[src/rtl/ctrl_input_pkg.sv]
// Shared game constants: control-vector width and bit positions used by
// ctrl_input and the sprite movement FSMs.
package ctrl_input_pkg;

  localparam int CTRL_W     = 6;

  localparam int CTRL_LEFT  = 0;
  localparam int CTRL_RIGHT = 1;
  localparam int CTRL_UP    = 2;
  localparam int CTRL_DOWN  = 3;
  localparam int CTRL_JUMP  = 4;
  localparam int CTRL_ACT   = 5;

endpackage

[src/rtl/ctrl_input_btn_debounce.sv]
// One button: two-flop synchronizer followed by a consecutive-cycle debounce
// counter that flips the stable level only after an unbroken disagreement run.
module btn_debounce #(
  parameter int DEBOUNCE_CYCLES = 40000
) (
  input  logic i_clk_pix,
  input  logic i_rst_n,
  input  logic i_btn,
  output logic o_stable
);

  localparam int CNT_W = (DEBOUNCE_CYCLES < 1) ? 1 : $clog2(DEBOUNCE_CYCLES + 1);
  localparam logic [CNT_W-1:0] CNT_LAST = CNT_W'(DEBOUNCE_CYCLES - 1);

  logic             sync_p0;
  logic             sync_p1;
  logic [CNT_W-1:0] cnt;

  always_ff @(posedge i_clk_pix) begin
    if (!i_rst_n) begin
      sync_p0  <= 1'b0;
      sync_p1  <= 1'b0;
      cnt      <= '0;
      o_stable <= 1'b0;
    end else begin
      sync_p0 <= i_btn;
      sync_p1 <= sync_p0;
      // Debounce stage: the >= compare keeps the counter from ever wrapping.
      if (sync_p1 == o_stable) begin
        cnt <= '0;
      end else if (cnt >= CNT_LAST) begin
        o_stable <= sync_p1;
        cnt      <= '0;
      end else begin
        cnt <= cnt + 1'b1;
      end
    end
  end

endmodule

[src/rtl/ctrl_input.sv]
// Debounced, conflict-resolved button vector, updated once per frame, with a
// one-frame jump pulse per press.
module ctrl_input #(
  parameter int DEBOUNCE_CYCLES = 40000,
  parameter int CTRL_W          = ctrl_input_pkg::CTRL_W
) (
  input  logic              i_clk_pix,
  input  logic              i_rst_n,
  input  logic [CTRL_W-1:0] i_btn,
  input  logic              i_frame,
  output logic [CTRL_W-1:0] o_ctrl
);

  import ctrl_input_pkg::*;

  logic [CTRL_W-1:0] stable;
  logic              jump_d_p0;
  logic              jump_pend;
  logic              jump_rise;

  for (genvar g = 0; g < CTRL_W; g++) begin : g_btn
    btn_debounce #(
      .DEBOUNCE_CYCLES(DEBOUNCE_CYCLES)
    ) u_btn_debounce (
      .i_clk_pix(i_clk_pix),
      .i_rst_n  (i_rst_n),
      .i_btn    (i_btn[g]),
      .o_stable (stable[g])
    );
  end

  // Opposing directions: right beats left, up beats down.
  function automatic logic [CTRL_W-1:0] resolve(input logic [CTRL_W-1:0] lvl,
                                                input logic              jump);
    logic [CTRL_W-1:0] r;
    r            = lvl;
    r[CTRL_LEFT] = lvl[CTRL_LEFT] & ~lvl[CTRL_RIGHT];
    r[CTRL_DOWN] = lvl[CTRL_DOWN] & ~lvl[CTRL_UP];
    r[CTRL_JUMP] = jump;
    return r;
  endfunction

  assign jump_rise = stable[CTRL_JUMP] & ~jump_d_p0;

  always_ff @(posedge i_clk_pix) begin
    if (!i_rst_n) begin
      jump_d_p0 <= 1'b0;
      jump_pend <= 1'b0;
      o_ctrl    <= '0;
    end else begin
      jump_d_p0 <= stable[CTRL_JUMP];
      // Frame stage: an edge landing on the frame cycle goes straight out.
      if (i_frame) begin
        o_ctrl    <= resolve(stable, jump_pend | jump_rise);
        jump_pend <= 1'b0;
      end else if (jump_rise) begin
        jump_pend <= 1'b1;
      end
    end
  end

endmodule

[config.mk]
export PLATFORM = sky130hd
export DESIGN_NAME = ctrl_input
export DESIGN_NICKNAME = d
export VERILOG_FILES = /design/src/rtl/ctrl_input_pkg.sv /design/src/rtl/ctrl_input_btn_debounce.sv /design/src/rtl/ctrl_input.sv
export SDC_FILE = /design/constraint.sdc
export NUM_CORES = 1
export LEC_CHECK = 0
export BUFFER_PORTS_ARGS = -buffer_cell sky130_fd_sc_hd__buf_2
export CELL_PAD_IN_SITES_DETAIL_PLACEMENT = 0
export CELL_PAD_IN_SITES_GLOBAL_PLACEMENT = 1
export CORE_AREA = 2 2 155 127
export CTS_CLUSTER_DIAMETER = 120
export CTS_CLUSTER_SIZE = 10
export DETAILED_ROUTE_END_ITERATION = 10
export DIE_AREA = 0 0 157 129
export GPL_ROUTABILITY_DRIVEN = 0
export GPL_TIMING_DRIVEN = 0
export PLACE_DENSITY_LB_ADDON = 0.1
export SETUP_SLACK_MARGIN = 0.4
export SLEW_MARGIN = 20
export SYNTH_ARGS = -nofsm -noshare
export SYNTH_HDL_FRONTEND = slang
export SYNTH_SLANG_ARGS = --single-unit
[constraint.sdc]
create_clock -name i_clk_pix -period 3.86 [get_ports i_clk_pix]
set_clock_uncertainty 0.2 [all_clocks]
set_input_delay 0.579 -clock i_clk_pix [delete_from_list [all_inputs] [get_ports i_clk_pix]]
set_output_delay 0.579 -clock i_clk_pix [all_outputs]
set_load 0.02 [all_outputs]
==> flow_summary_export.csv, run 1 <==
group,metric,value,unit
status,outcome,"finished, final reports clean",
yosys,yosysMostFrequentCell,"dfxtp_1",
cells_and_area,utilization,0.334,
cells_and_area,finalNonFillerCells,874,
timing,rsz0062_at_grt,"no",
hold_path,hp-class,"primary input to flop",
yosys,async_reset_ff_frac,0,
route,drt_iter0_drc,143,
critical_path,worstSetupEndpointType,"flop",
floorplanning,die_x,157,um
critical_path,rr_startpoint,"g_btn[0].u_btn_debounce.cnt[0]",
yosys,synth.top_cell.area_share,0.473,
clock_network,hold_buffers,0,
pwr,switching_share,0.192,
yosys,synthCells,572,
clock_network,clk_pin_slew,0.05,ns
timing,tns,0,ns
critical_path,rrSetupSlack,1.82,ns
clock_network,htreeDepth,4,
critical_path,reg2reg_to,"g_btn[0].u_btn_debounce.cnt[14]",
hold_path,hold_depth,2,
timing,hold_viol,0,
floorplanning,dieArea,20300,um^2
clock_network,cts_sinks,122,
global_routing,grt_max_degree,17,
floorplanning,rows,45,
cells_and_area,fillers,1929,
critical_path,cp_max_fo,10,
pwr,sequentialPowerShare,0.407,
yosys,synth.distinct_cells,42,
pwr,peakVddDrop,0.000246,V
yosys,synthTopCellsByArea,"dfxtp_1 47%, xnor2_1 11%, nor2_1 8.7%",
clock_network,cts_setup_buffers,0,
pwr,pwr_density_cell,503,nW/um^2
place,dp_slack,1.81,ns
global_routing,antenna_found_initial,0,
yosys,postSynthAreaPerCell,9.02,um^2
clock_network,cts_buffers,17,
yosys,synth_ff_type,"dfxtp_1",
yosys,ys_ff_latch,122,
place,dp_hpwl,7.18,mm
route,ant_nets,0,
yosys,yosysTopAreaCell,"dfxtp_1",
floorplanning,core_region_area,18600,um^2
timing,setup_violations,0,
pwr,leakage,2.01,nW
clock_network,clock_latency,0.41,ns
critical_path,setup.worst_path.start,"g_btn[0].u_btn_debounce.cnt[0]",
critical_path,cp.arrival,2.14,ns
clock_network,cts_tree,"built",
timing,tightest_slew,0.522,ns
pwr,power_frac_comb,0.013,
yosys,syn-num-nets,587,
global_routing,grt_pass1_vias,3715,
pwr,clkPwrFrac,0.580,
yosys,yosysSeqAreaShare,0.473,
pwr,p_int,2.52,mW
critical_path,cp-start-kind,"flop",
route,num_vias,3828,
cells_and_area,regArea,2440,um^2
place,placed_cell_area,5540,um^2
floorplanning,io_pins,15,
cells_and_area,stdcell_area,6220,um^2
global_routing,grt_pass1_wl,18.5,mm
run,max-cap-violations,0,
global_routing,grt_overflow,0,
route,finalWirelength,10.5,mm
yosys,synth_commonest_cells,"122 x dfxtp_1, 120 x nor2_1, 65 x xnor2_1",
route,route.detailed.drc,0,
yosys,synth-edff-count,0,
cells_and_area,diodes,0,
place,io_buffers,12,
floorplanning,fp.dieH,129,um
yosys,syn-cell-area,5160,um^2
clock_network,cts-resized-gates,0,
critical_path,crit_type,"flop to flop",
place,dpl.cell_count,842,
global_routing,grtUsageTotal,0.116,
timing,maxSlewViolCount,0,
cells_and_area,multi_input_area,2540,um^2
cells_and_area,area_growth_syn_to_layout,20.5,%
route,first_pass_iters,4,
timing,finalCritPeriodShare,0.529,
pwr,total_power,3.13,mW
floorplanning,start_util,0.277,
clock_network,clk_path_buf_depth,2,
cells_and_area,layout-drive-gt1-share,0.101,
timing,holdWs,0.179,ns
critical_path,reg2reg_depth,6,
yosys,yosys_warnings,0,
pwr,switching_power,601,uW
timing,fin_crit,2.04,ns
route,wl_per_cell,12.0,um
critical_path,endpoint,"g_btn[0].u_btn_debounce.cnt[14]",
route,drt-vias-per-instance,4.38,
cells_and_area,fin_nets,618,
timing,relSlewSlack,0.652,
timing,fin_ws,1.82,ns
critical_path,worstPathRequired,3.96,ns
timing,fmax,0.490,GHz
clock_network,root_buffer,"clkbuf_16",
-- kinds of logic (layout without fill, tap and decap cells) --
logic type                 Yosys count  in the layout  share of synthesized area
adders and majority gates            6              6                     0.0145
muxes                                4              4                    0.00776
DFF                                122            122                      0.473
and+or+nand+nor                    282            282                      0.263
xor gates and xnor gates            84             84                      0.143
buffers and inverters               37             81                     0.0337
AOI/OAI and AO/OA                   37             37                     0.0647
-- power by group through the flow --
stage                     clock (mW)  combinational, mW  sequential (mW)
after global routing            1.93             0.0458             1.27
after floorplan                    0             0.0268             1.30
after global placement             0             0.0414             1.30
after CTS                       1.88             0.0413             1.27
final                           1.81             0.0395             1.27
after detailed placement           0             0.0412             1.30
-- placed cells by master, fill, tap and decap left out, types with 4 or more instances in the layout --
cell / synthesis / routed
mux2i_1: 4 / 4
and3_1: 4 / 4
o211a_1: 5 / 5
buf_2: 4 / 16
clkbuf_16: 0 / 17
nor4_1: 28 / 28
ha_1: 6 / 6
o211ai_1: 6 / 6
nand3_1: 33 / 33
nor2_1: 120 / 120
and2_1: 12 / 12
o31ai_1: 4 / 4
inv_1: 24 / 24
nand4_1: 16 / 16
clkbuf_1: 4 / 5
xnor2_1: 65 / 65
nor3_1: 20 / 20
a31oi_1: 4 / 4
bufinv_16: 0 / 6
xor2_1: 19 / 19
nand2_1: 34 / 34
dfxtp_1: 122 / 122
-- how the worst min path moves through the flow --
stage,start,slack (ns),end
finish,i_btn[2],0.18,g_btn[2].u_btn_debounce.sync_p0
global route,i_btn[2],0.17,g_btn[2].u_btn_debounce.sync_p0
floorplan,g_btn[0].u_btn_debounce.sync_p0,0.21,g_btn[0].u_btn_debounce.sync_p1
detailed placement,g_btn[4].u_btn_debounce.sync_p0,0.22,g_btn[4].u_btn_debounce.sync_p1
CTS,i_btn[3],0.15,g_btn[3].u_btn_debounce.sync_p0
global placement,g_btn[4].u_btn_debounce.sync_p0,0.22,g_btn[4].u_btn_debounce.sync_p1
-- worst max-delay path, cell delays in order, from the launching register on --
cell      delay (ns)
dfxtp_1         0.41
ha_1            0.24
nand4_2         0.19
o211a_1         0.34
o211ai_4        0.31
buf_6           0.19
nor2_1          0.05
-- sequential cells by signal, summed over array words and instances, names as in the netlist --
| register | flops |
|---|---|
| g_btn.u_btn_debounce.sync_p1 | 6 |
| jump_d_p0 | 1 |
| g_btn.u_btn_debounce.sync_p0 | 6 |
| g_btn.u_btn_debounce.cnt | 96 |
| o_ctrl | 6 |
| g_btn.u_btn_debounce.o_stable | 6 |
| jump_pend | 1 |
-- routing by layer --
metal | track usage | share of wire | vias to the layer above
met4 | 0.0550 | 0.016 | 0
met1 | 0.155 | 0.52 | 1773
met2 | 0.172 | 0.43 | 30
li1 | - | - | 2011
met5 | 0 | 0 | -
met3 | 0.0350 | 0.031 | 14
-- cell type report --
cell class,count,area share
flip-flops and latches,122,0.393
inverters,24,0.0145
clock inverters,12,0.0352
clock buffers,20,0.0734
well taps,258,0.0519
repair buffers,12,0.00966
multi-input cells,413,0.409
plain buffers,13,0.0135
No activity file was read; power rests on OpenSTA's default activity.
==> run 2, diff against run 1 <==
==> constraint.sdc (replaced) <==
create_clock -name i_clk_pix -period 2.12 [get_ports i_clk_pix]
set_clock_uncertainty 0.2 [all_clocks]
set_input_delay 0.318 -clock i_clk_pix [delete_from_list [all_inputs] [get_ports i_clk_pix]]
set_output_delay 0.318 -clock i_clk_pix [all_outputs]
set_load 0.02 [all_outputs]
==> flow_summary_export.csv, run 2 (synthesis results as in run 1) <==
group,metric,value,unit
status,outcome,"finished, final reports clean",
timing,finalCritPeriodShare,0.787,
clock_network,cts_buffers,17,
place,io_buffers,12,
global_routing,grt_pass1_wl,18.7,mm
clock_network,clk_path_buf_depth,2,
cells_and_area,multi_input_area,2820,um^2
pwr,clkPwrFrac,0.572,
place,placed_cell_area,5570,um^2
clock_network,cts_sinks,122,
route,finalWirelength,11.2,mm
cells_and_area,largest_register,"g_btn.u_btn_debounce.cnt",
clock_network,clk_pin_slew,0.06,ns
route,route.detailed.drc,0,
run,max-cap-violations,0,
global_routing,grt_pass1_vias,3806,
pwr,p_int,4.53,mW
critical_path,worstPathRequired,2.26,ns
pwr,peakVddDrop,0.000401,V
timing,fin_crit,1.67,ns
floorplanning,die_x,157,um
timing,relSlewSlack,0.658,
floorplanning,fp.dieH,129,um
cells_and_area,stdcell_area,6850,um^2
cells_and_area,layout-drive-gt1-share,0.224,
pwr,switching_power,1.10,mW
timing,rsz0062_at_grt,"yes",
route,top_layer_used,"met4",
cells_and_area,regArea,2490,um^2
cells_and_area,finalNonFillerCells,910,
floorplanning,start_util,0.277,
pwr,switching_share,0.195,
route,met2_length,4.79,mm
clock_network,clock_latency,0.41,ns
cells_and_area,diodes,0,
timing,hold_viol,0,
route,drt-met1-wl,5.90,mm
hold_path,hp-class,"primary input to flop",
pwr,pwr_density_cell,822,nW/um^2
cells_and_area,largest_register_ffs,96,
timing,fmax,0.599,GHz
route,first_pass_iters,4,
timing,tns,0,ns
pwr,leakage,2.25,nW
cells_and_area,fillers,1924,
floorplanning,io_pins,15,
timing,tightest_slew,0.513,ns
critical_path,crit_type,"flop to flop",
cells_and_area,area_growth_syn_to_layout,32.7,%
cells_and_area,final_common_cell,"nor2_1",
timing,setup_violations,0,
route,drt-vias-per-instance,4.38,
floorplanning,rows,45,
place,dp_hpwl,7.29,mm
pwr,sequentialPowerShare,0.411,
floorplanning,core_region_area,18600,um^2
global_routing,antenna_found_initial,0,
place,dp_slack,0.0616,ns
route,num_vias,3990,
route,route.met3.wl,378,um
global_routing,grt_overflow,0,
timing,maxSlewViolCount,0,
critical_path,cp_max_fo,10,
timing,fin_ws,0.452,ns
critical_path,cp.arrival,1.81,ns
global_routing,grt_max_degree,17,
clock_network,root_buffer,"clkbuf_16",
clock_network,htreeDepth,4,
clock_network,cts_tree,"built",
place,dpl.cell_count,842,
critical_path,cp-start-kind,"flop",
route,drt_iter0_drc,117,
pwr,power_frac_comb,0.017,
global_routing,grtUsageTotal,0.117,
cells_and_area,fin_nets,655,
critical_path,worstSetupEndpointType,"flop",
route,ant_nets,0,
cells_and_area,mostFrequentLayoutCells,"120 x nor2_1, 99 x dfxtp_1, 65 x xnor2_1",
route,wl_per_cell,12.3,um
floorplanning,dieArea,20300,um^2
[run 2: changes by cell type in the layout (fill, tap and decap cells not counted), moves of 7 or more]
cell,delta
nor4_1,-15
buf_4,+24
dfxtp_2,+16
buf_6,+8
dfxtp_1,-23
dfxtp_4,+7
nor4_2,+13
[run 2: layer usage]
metal	GRT usage	vias up
met1	0.160	1856
li1	-	2083
met5	0	-
met2	0.174	42
met4	0.0356	0
met3	0.0414	9
[run 2: area by class of cell]
cell class / count / area share
timing repair buffer: 49 / 0.0548
clock buffer: 17 / 0.0621
tap: 258 / 0.0472
buffer: 13 / 0.0137
clock inverter: 14 / 0.0333
inverter: 24 / 0.0132
multi-input combinational: 413 / 0.412
sequential: 122 / 0.364
[run 2: power by group through the flow]
stage	Combinational [mW]	Clock, mW	Sequential [mW]
3_5_place_dp	0.0762	0	2.37
6_report	0.0966	3.22	2.31
2_1_floorplan	0.0489	0	2.37
5_1_grt	0.109	3.43	2.31
4_1_cts	0.0961	3.31	2.32
3_3_place_gp	0.0757	0	2.37
[run 2: final timing paths]
check / from / end / slack, ns / cells after the start
worst max register to register: g_btn[2].u_btn_debounce.cnt[9] / g_btn[2].u_btn_debounce.cnt[13] / 0.45 / 6
worst min-delay path: i_rst_n / g_btn[2].u_btn_debounce.cnt[15] / 0.16 / 3
worst max-delay path: g_btn[2].u_btn_debounce.cnt[9] / g_btn[2].u_btn_debounce.cnt[13] / 0.45 / 6
worst min register to register: g_btn[4].u_btn_debounce.sync_p0 / g_btn[4].u_btn_debounce.sync_p1 / 0.23 / 1
[run 2: per-stage QoR]
stage / power [mW] / util / hold WS [ns]
final: 5.63 / 0.367 / 0.158
after global routing: 5.85 / 0.367 / 0.159
after CTS: 5.72 / 0.352 / 0.157
after detailed placement: 2.44 / 0.299 / 0.220
after global placement: 2.44 / 0.299 / 0.222
after floorplan: 2.41 / - / 0.212
[run 2: timing repair]
item,CTS,global route
endpoints found under the setup margin,98,91
endpoints found under the hold margin,6,0
buffers inserted,14,14
gates cloned,2,1
pin swaps,14,16
gates resized for setup,38,45
hold buffers,6,0
[run 2: critical path, cell delays in order, from the launching register on]
cell and delay (ns):
dfxtp_1 0.29, buf_2 0.16, nor4_2 0.33, o211a_1 0.26, o211ai_4 0.10, buf_6 0.17
nor2_1 0.10
==> run 3, diff against run 2 <==
==> constraint.sdc (replaced) <==
create_clock -name i_clk_pix -period 1.5 [get_ports i_clk_pix]
set_clock_uncertainty 0.2 [all_clocks]
set_input_delay 0.225 -clock i_clk_pix [delete_from_list [all_inputs] [get_ports i_clk_pix]]
set_output_delay 0.225 -clock i_clk_pix [all_outputs]
set_load 0.02 [all_outputs]
==> flow_summary_export.csv, run 3 (synthesis results as in run 1) <==
group,metric,value,unit
status,outcome,"complete, but fails checks",
status,violations,"negative setup slack",
run,max-cap-violations,0,
route,finalWirelength,12.1,mm
cells_and_area,mostFrequentLayoutCells,"65 x xnor2_1, 63 x dfxtp_1, 61 x nor2_2",
route,drt_iter0_drc,179,
clock_network,cts_tree,"built",
global_routing,grt_pass1_vias,4200,
route,first_pass_iters,4,
floorplanning,io_pins,15,
timing,fmax,0.605,GHz
critical_path,crit_type,"flop to flop",
global_routing,grt_overflow,0,
floorplanning,core_region_area,18600,um^2
clock_network,cts_sinks,122,
timing,fin_ws,-0.153,ns
floorplanning,start_util,0.277,
timing,setup_violations,98,
route,drt-vias-per-instance,4.47,
floorplanning,fp.dieH,129,um
route,ant_nets,0,
route,wl_per_cell,12.8,um
place,dp_slack,-0.379,ns
timing,finalCritPeriodShare,1.10,
clock_network,clk_pin_slew,0.06,ns
timing,fin_crit,1.65,ns
timing,holdWs,0.130,ns
pwr,peakVddDrop,0.000592,V
clock_network,htreeDepth,4,
route,num_vias,4211,
timing,maxSlewViolCount,0,
global_routing,grt_max_degree,17,
timing,tightest_slew,0.557,ns
cells_and_area,area_growth_syn_to_layout,47.3,%
critical_path,cp_max_fo,5,
cells_and_area,fin_nets,687,
clock_network,clock_latency,0.42,ns
pwr,leakage,2.60,nW
cells_and_area,layout-drive-gt1-share,0.436,
floorplanning,die_x,157,um
global_routing,grtUsageTotal,0.130,
critical_path,cpPeakStageDelay,0.35,ns
cells_and_area,diodes,0,
hold_path,hp-class,"primary input to flop",
timing,rsz0062_at_grt,"yes",
critical_path,worstPathRequired,1.61,ns
route,route.detailed.drc,0,
critical_path,worstSetupEndpointType,"flop",
pwr,total_power,7.62,mW
critical_path,worstPathCellList,"ha_4 -> nand4_4 -> o211a_4 -> o211ai_4 -> buf_6 -> nor2_1",
critical_path,cp_slowest_cell,"dfxtp_4",
global_routing,antenna_found_initial,0,
place,io_buffers,12,
place,dp_hpwl,7.35,mm
clock_network,root_buffer,"clkbuf_16",
global_routing,grt_pass1_wl,20.7,mm
timing,relSlewSlack,0.628,
clock_network,cts_buffers,17,
critical_path,cp-start-kind,"flop",
cells_and_area,largest_register,"g_btn.u_btn_debounce.cnt",
floorplanning,rows,45,
cells_and_area,final_common_cell,"xnor2_1",
pwr,pwr_density_cell,1000,nW/um^2
timing,tns,-6.37,ns
floorplanning,dieArea,20300,um^2
cells_and_area,largest_register_ffs,96,
timing,hold_viol,0,
cells_and_area,fillers,1840,
clock_network,clk_path_buf_depth,2,
critical_path,cp.arrival,1.76,ns
-- run 3: changes by cell type in the layout (fill, tap and decap cells not counted), sizes merged --
cell      before  now
bufinv         6    3
clkbuf        21   29
clkinv         5    3
buf           52   83
clkinvlp       3    1
nand3         34   35
-- run 3: what timing repair did --
action,4_1_cts,5_1_grt
hold buffers,6,0
gates resized for setup,121,105
pin swaps,49,25
gates cloned,6,1
setup endpoints to repair,108,109
setup buffers,50,6
endpoints found under the hold margin,6,0
-- run 3: per-stage QoR --
stage | cell area, um^2 | util | instances
after floorplan | 5340 | - | 572
after global placement | 5720 | 0.307 | 842
after detailed placement | 5720 | 0.307 | 842
after CTS | 7210 | 0.387 | 936
after global routing | 7600 | 0.408 | 943
final | 7600 | 0.408 | 943
-- run 3: worst max-delay path: cells and delay by family (launching register included) --
family	cells	cell delay, ns
compound gates	2	0.52
flops	1	0.35
fa+ha+maj	1	0.14
simple gates	2	0.16
buf+inv	1	0.16
-- run 3: final cells by class --
cell class	instances	area [um^2]	area share
multi-input combinational	414	3200	0.421
timing repair buffer	80	699	0.0920
tap	258	323	0.0425
inverter	24	92.6	0.0122
clock buffer	25	495	0.0652
clock inverter	7	113	0.0148
buffer	13	110	0.0145
sequential	122	2570	0.338
-- run 3: layer usage --
layer	vias to the layer above	global-route usage	share of wire
li1	2151	-	-
met1	2018	0.174	0.52
met2	30	0.197	0.45
met3	12	0.0374	0.023
met4	0	0.0502	0.012
met5	-	0	0
-- run 3: power by group --
part           leakage, nW  switching, mW  internal, mW  total (mW)
Sequential            1.02         0.0114          3.23        3.24
Clock                0.297           1.42          2.78        4.20
Combinational         1.28         0.0913        0.0827       0.174
Total                 2.60           1.53          6.09        7.62
-- run 3: final timing paths --
check	from	to	slack, ns	cells after the start
setup / recovery	g_btn[1].u_btn_debounce.cnt[1]	g_btn[1].u_btn_debounce.cnt[1]	-0.15	6
setup reg to reg	g_btn[1].u_btn_debounce.cnt[1]	g_btn[1].u_btn_debounce.cnt[1]	-0.15	6
hold / removal	i_rst_n	g_btn[5].u_btn_debounce.cnt[12]	0.13	4
hold reg to reg	g_btn[0].u_btn_debounce.sync_p0	g_btn[0].u_btn_debounce.sync_p1	0.23	1
